[config.mk]
export PLATFORM = sky130hd
export DESIGN_NAME = enum_coef_reload_ctrl
export DESIGN_NICKNAME = d
export VERILOG_FILES = /design/src/rtl/enum_coef_reload_ctrl.sv
export SDC_FILE = /design/constraint.sdc
export NUM_CORES = 1
export LEC_CHECK = 0
export BUFFER_PORTS_ARGS = -buffer_cell sky130_fd_sc_hd__buf_2
export CELL_PAD_IN_SITES_DETAIL_PLACEMENT = 0
export CELL_PAD_IN_SITES_GLOBAL_PLACEMENT = 2
export CORE_AREA = 3 3 77 79
export CTS_CLUSTER_DIAMETER = 30
export DETAILED_ROUTE_END_ITERATION = 12
export DIE_AREA = 0 0 80 82
export PLACE_DENSITY_LB_ADDON = 0.1
export SYNTH_ARGS = -nofsm -noshare
export SYNTH_HDL_FRONTEND = slang
export SYNTH_SLANG_ARGS = --single-unit
[constraint.sdc]
create_clock -name clk -period 2 [get_ports clk]
set_clock_uncertainty 0.15 [all_clocks]
set_input_delay 0.4 -clock clk [delete_from_list [all_inputs] [get_ports clk]]
set_output_delay 0.4 -clock clk [all_outputs]
set_load 0.05 [all_outputs]
[src/rtl/enum_coef_reload_ctrl.sv]
// Coefficient reload sequencer: streams TAPS words into the shadow bank of an
// active/shadow coefficient pair and swaps banks only at a datapath safe point.
module enum_coef_reload_ctrl #(
    parameter int TAPS       = 100,
    parameter int COEF_WIDTH = 12,
    parameter int CNT_WIDTH  = 7
) (
    input  logic                  clk,
    input  logic                  nGrst,
    input  logic                  clkEn,
    input  logic                  rstn,
    input  logic                  load_start,
    input  logic [COEF_WIDTH-1:0] coef_in,
    input  logic                  coef_in_valid,
    output logic                  coef_in_ready,
    input  logic                  swap_ok,
    output logic [COEF_WIDTH-1:0] coefo,
    output logic [1:0]            coefo_valid,
    output logic                  bank_sel,
    output logic [CNT_WIDTH-1:0]  load_cnt,
    output logic                  busy,
    output logic                  load_done,
    output logic                  load_abort
);

    typedef enum logic [1:0] {
        S_IDLE      = 2'd0,
        S_LOAD      = 2'd1,
        S_WAIT_SWAP = 2'd2
    } state_t;

    localparam logic [CNT_WIDTH-1:0] LAST_CNT = CNT_WIDTH'(TAPS - 1);

    state_t                  state, state_nxt;
    logic [COEF_WIDTH-1:0]   coefo_nxt;
    logic [1:0]              coefo_valid_nxt;
    logic                    bank_sel_nxt;
    logic [CNT_WIDTH-1:0]    load_cnt_nxt;
    logic                    load_done_nxt;
    logic                    load_abort_nxt;
    logic                    accept;

    assign coef_in_ready = clkEn && (state == S_LOAD);
    assign accept        = coef_in_valid && coef_in_ready;
    assign busy          = (state != S_IDLE);

    // NOTE: every output of this block gets a default first, so no path can
    // leave a value unassigned and infer a latch.
    always_comb begin
        state_nxt       = state;
        coefo_nxt       = coefo;
        coefo_valid_nxt = 2'b00;
        bank_sel_nxt    = bank_sel;
        load_cnt_nxt    = load_cnt;
        load_done_nxt   = 1'b0;
        load_abort_nxt  = 1'b0;

        unique case (state)
            S_IDLE: begin
                if (load_start) begin
                    state_nxt    = S_LOAD;
                    load_cnt_nxt = '0;
                end
            end
            S_LOAD: begin
                // A restart discards any word offered in the same cycle.
                if (load_start) begin
                    load_cnt_nxt   = '0;
                    load_abort_nxt = 1'b1;
                end else if (accept) begin
                    coefo_nxt       = coef_in;
                    coefo_valid_nxt = bank_sel ? 2'b01 : 2'b10;
                    load_cnt_nxt    = load_cnt + 1'b1;
                    if (load_cnt == LAST_CNT)
                        state_nxt = S_WAIT_SWAP;
                end
            end
            S_WAIT_SWAP: begin
                if (load_start) begin
                    state_nxt      = S_LOAD;
                    load_cnt_nxt   = '0;
                    load_abort_nxt = 1'b1;
                end else if (swap_ok) begin
                    state_nxt     = S_IDLE;
                    bank_sel_nxt  = ~bank_sel;
                    load_cnt_nxt  = '0;
                    load_done_nxt = 1'b1;
                end
            end
            default: state_nxt = S_IDLE;
        endcase
    end

    // NOTE: sequential state uses non-blocking assignments so every register
    // samples the pre-edge values regardless of statement order.
    always_ff @(posedge clk or negedge nGrst) begin
        if (!nGrst) begin
            state       <= S_IDLE;
            coefo       <= '0;
            coefo_valid <= 2'b00;
            bank_sel    <= 1'b0;
            load_cnt    <= '0;
            load_done   <= 1'b0;
            load_abort  <= 1'b0;
        end else if (clkEn) begin
            if (!rstn) begin
                state       <= S_IDLE;
                coefo       <= '0;
                coefo_valid <= 2'b00;
                bank_sel    <= 1'b0;
                load_cnt    <= '0;
                load_done   <= 1'b0;
                load_abort  <= 1'b0;
            end else begin
                state       <= state_nxt;
                coefo       <= coefo_nxt;
                coefo_valid <= coefo_valid_nxt;
                bank_sel    <= bank_sel_nxt;
                load_cnt    <= load_cnt_nxt;
                load_done   <= load_done_nxt;
                load_abort  <= load_abort_nxt;
            end
        end
    end

endmodule

Word level (Yosys, flattened, before mapping)
Index checks and enable logic that the tools add are counted.
W data, S select, Z words.
{ "word_totals": {"ff_bits": 26, "inputBits": 19, "out_inout_bits": 26, "elab_cells": 68} }
{ "op_classes": {"n_addsub": 1, "n_eq_ne": 15, "muxes": 35, "bitwise": 1, "n_reduce_logical": 9} }
{ "ops": {"columns": ["operator", "n"], "rows": [
  ["$mux W12", 4],
  ["$mux W7", 6],
  ["$mux W2", 12],
  ["$pmux W7 S3", 1],
  ["$mux W1", 11],
  ["$ne A3 B3 Y1 const B", 3],
  ["$ne A2 B1 Y1 const B", 4],
  ["$ne A4 B4 Y1 const B", 2],
  ["$reduce_and A4 Y1", 2],
  ["$add A7 B1 Y7 const B", 1],
  ["$eq A7 B7 Y1 const B", 1],
  ["$pmux W2 S3", 1],
  ["$reduce_and A6 Y1", 1],
  ["$reduce_and A5 Y1", 1],
  ["$ne A4 B1 Y1 const B", 1],
  ["$ne A3 B2 Y1 const B", 1],
  ["$eq A2 B1 Y1 const B", 1],
  ["$eq A2 B2 Y1 const B", 1],
  ["$logic_and A1 B1 Y1", 2],
  ["$logic_not A2 Y1", 1],
  ["$ne A2 B2 Y1 const B", 1],
  ["$reduce_bool A2 Y1", 1],
  ["$reduce_or A2 Y1", 1],
  ["$not A1 Y1", 1]
]} }

Depth between registers and ports, before layout
{ "logic_depth": {"ltp_word": 7, "depth_mapped": 7, "ltp_nobuf": 6} }

Worst setup path after synthesis
No wires, ideal clock.
{ "synth_path": {"path_type": "flip-flop to flip-flop", "startpoint": "register load_cnt[0]", "endpoint": "register state[0]", "setup_ns": 0.128, "arrival_ns": 1.686, "required_ns": 1.722, "slack_ns": 0.037, "stages_incl_launch_ff": 6, "n_path_buf": 0, "period_less_slack_ns": 1.963, "cell_sequence": "dfrtp_1 > ha_1 > and4b_1 > nand4_1 > a21oi_1 > mux2_1"} }
{ "synth_via": {"elab_chain_cells": 3} }
{ "synth_lines": {"columns": ["item", "line", "source"], "rows": [
  ["start: declaration", "20", "output logic [CNT_WIDTH-1:0] load_cnt,"],
  ["start signal: assignment", "119", "load_cnt <= load_cnt_nxt;"],
  ["$eq A7 B7 Y1", "74", "if (load_cnt == LAST_CNT)"],
  ["$ne A3 B2 Y1 (no line)", null, null],
  ["$reduce_and A6 Y1 (no line)", null, null],
  ["end signal: assignment", "115", "state <= state_nxt;"],
  ["end: declaration", "34", "state_t state, state_nxt;"]
]} }
Every way passes these cells.
A chain may end at the register's enable or synchronous reset.

Worst setup path after layout
{ "layout_path": {"startpoint": "register state[1]", "endpoint": "output port coef_in_ready"} }
{ "layout_via": {"elab_chain_cells": 2} }
{ "layout_lines": {"columns": ["item", "line", "source"], "rows": [
  ["$eq A2 B1 Y1", "43", "assign coef_in_ready = clkEn && (state == S_LOAD);"],
  ["$logic_and A1 B1 Y1", "43", null],
  ["end: declaration", "15", "output logic coef_in_ready,"]
]} }
Every way passes these cells.

==> reports/results.ini <==
[global_routing]
top_usage_layer=met2
grt_pass1_vias=1221
grt.total_usage_pct=11.2
use_met1_pct=13.7
grt_pass1_wl_um=5690
grt-ovfl-total=0
gr-usage-met3_pct=2.41
use_met2_pct=19.1
antenna_found_initial=0
grt_max_degree=27

[layout]
final_layout_size_suffix_gt1_share_pct=35.0
area_growth_pct=33.9
instances_no_fill=278
layout.nets=231
multi_input_area_um2=747
fill_cells=587
mostFrequentLayoutCell=buf_2
seq_area_um2=651
diodes=0
layout_common_cells=buf_2 (42), nand2_1 (31), dfrtp_1 (26)

[floorplanning]
row_count=27
die_w_um=80
start_util_pct=26.5
core_mm2=0.00541
chipHeight_um=82
io-pin-count=45
die-area_mm2=0.00656

[worst_hold_path]
hp-class=in -> reg
whs_path_depth=3
hold_end=coefo[6]
min_from=coef_in[6]

[worst_setup_path]
worstSetupPathType=reg -> out
rr_startpoint=state[0]
worstSetupEndpointType=output pin
critPathLaunchType=register
worstPathArrival_ps=1380
path_max_fanout=7
path_cells=inv_1 > ha_2 > and2_1 > buf_4
crit_slowest_cell=dfrtp_1
r2r_cells=7
cp.required_ps=1450
ff2ff_setup_slack_ps=100
max_stage_delay_ps=420
regToRegEndpoint=load_cnt[3]

[sta]
slew_headroom_pct=59.9
slew_viol_final=0
setup_violations=0
whs_ps=213
finalHoldViolations=0
tns_ps=0
max_slew.worst_pin.slew_ps=602
period_minus_slack_ps=1930
rsz0062_at_grt=true
fin_crit_sh_pct=96.5
max_freq_mhz=518
timing.final.ws_setup_ps=70.8

[cts]
clk_latency_ps=270
clockBufferDepth=2
h-tree-depth=1
cts_root_buf=clkbuf_8
cts_made_buffers=3
cts_tree=yes
clock_sinks=26
clkSlewWorstSetupHoldPaths_ps=90

[pwr]
p_int_uw=1070
irDropWorstVdd_mv=0.275
swShare_pct=38.2
share_seq_of_total_power_pct=35.4
power_uw=1740
combPwrFrac_pct=39.3
powerDensity_mw_per_mm2=906
leakagePower_uw=0.000951
switchingPower_uw=664
clkPwrFrac_pct=25.3

[synthesis]
yosysTopAreaCell=dfrtp_1
yosysSeqAreaShare_pct=45.4
ys_seq_elements=26
synth_area_mm2=0.00143
synthFlopType=dfrtp_1
syn_inst=153
synth-edff-count=0
synthArstFlopShare_pct=100
synth_area_per_cell_um2=9.36
yosysWarningCount=0
yosys.area.top_type_share_pct=45.4
synth_nets=177
netlist_top_cells_area=dfrtp_1 (45%), nand2_1 (8.1%), o21ai_0 (5.9%)
synth_cell_types=38

[drt]
ant_nets=0
wl_per_cell_um=12.6
drtIter0Drc=25
dr_total_vias=1250
drc=0
vias_per_cell=4.50
routed_wl_um=3490
dr.pass1.iters=4

[place]
dp_hpwl_um=2650
port-buffer-count=44
place.gp.congestion=0.747
placed_cells=271
detailedPlace.worstSlack_ps=50.9

[flow_run]
drv_cap=0

[outcome]
status=finished, final reports clean

-- worst max-delay path: cells and delay by family, from the launching register on --
kind / cells / cell delay [ps]
simple gates: 1 / 150
buf+inv: 2 / 280
fa+ha+maj: 1 / 250
flops: 1 / 420
-- registers in the layout, summed over array words and instances, names as in the netlist --
register     flops
bank_sel         1
load_abort       1
load_cnt         7
coefo           12
state            2
load_done        1
coefo_valid      2
-- metrics by stage --
step / instance area, um^2 / util, %
floorplan: 1430 / -
global placement: 1770 / 32.8
detailed placement: 1770 / 32.8
CTS: 1860 / 34.4
global route: 1920 / 35.5
finish: 1920 / 35.5
-- Yosys cell counts (3+ instances only) --
master and count:
nor4_1 4, nand2_1 31, o21ai_0 17, buf_2 5, inv_1 8, nand3_1 3
nand4_1 3, nor2_1 4, and3b_1 3, mux2i_1 5, o21ai_1 3, o21bai_1 4
ha_1 5, dfrtp_1 26
-- cells by family after synthesis --
family	synth area share, %
adder cells (fa/ha/maj)	4.37
buffers and inverters	5.41
AO/OA/AOI/OAI	15.5
multiplexers	5.07
flip-flops	45.4
AND/OR/NAND/NOR	24.3
-- worst max path at each step --
stage | start | end | slack (ps) | cells past startpoint
detailed placement | state[0] | load_cnt[3] | 50 | 7
global placement | state[0] | load_cnt[5] | 90 | 6
floorplan | load_cnt[0] | state[0] | 40 | 5
finish | state[1] | coef_in_ready | 70 | 4
CTS | state[0] | load_cnt[6] | 30 | 7
global route | state[1] | coef_in_ready | -40 | 4
-- per-layer routing --
metal	wire length (um)	vias to the layer above
met5	0	-
met1	1630	582
li1	-	634
met2	1630	29
met4	47	0
met3	184	5
-- cell type report --
cell class	count	area share (%)
Clock buffer	3	2.15
Clock inverter	1	1.57
Inverter	9	1.76
Multi-Input combinational cell	110	38.9
Sequential cell	26	33.9
Tap cell	72	4.70
Timing Repair Buffer	57	17.0
-- power groups by stage --
stage / clock network, uW / logic (uW) / registers [uW]
CTS: 459 / 658 / 617
finish: 439 / 683 / 616
global placement: 0 / 643 / 623
floorplan: 0 / 306 / 784
global route: 480 / 741 / 624
detailed placement: 0 / 649 / 628
-- repair_timing --
| item | in CTS | in global routing |
|---|---|---|
| setup buffers | 0 | 2 |
| endpoints found under the setup margin | 1 | 6 |
| hold buffers | 1 | 0 |
| gates resized for setup | 2 | 8 |
| hold endpoints to repair | 15 | 0 |
(Power assumes the default switching activity.)
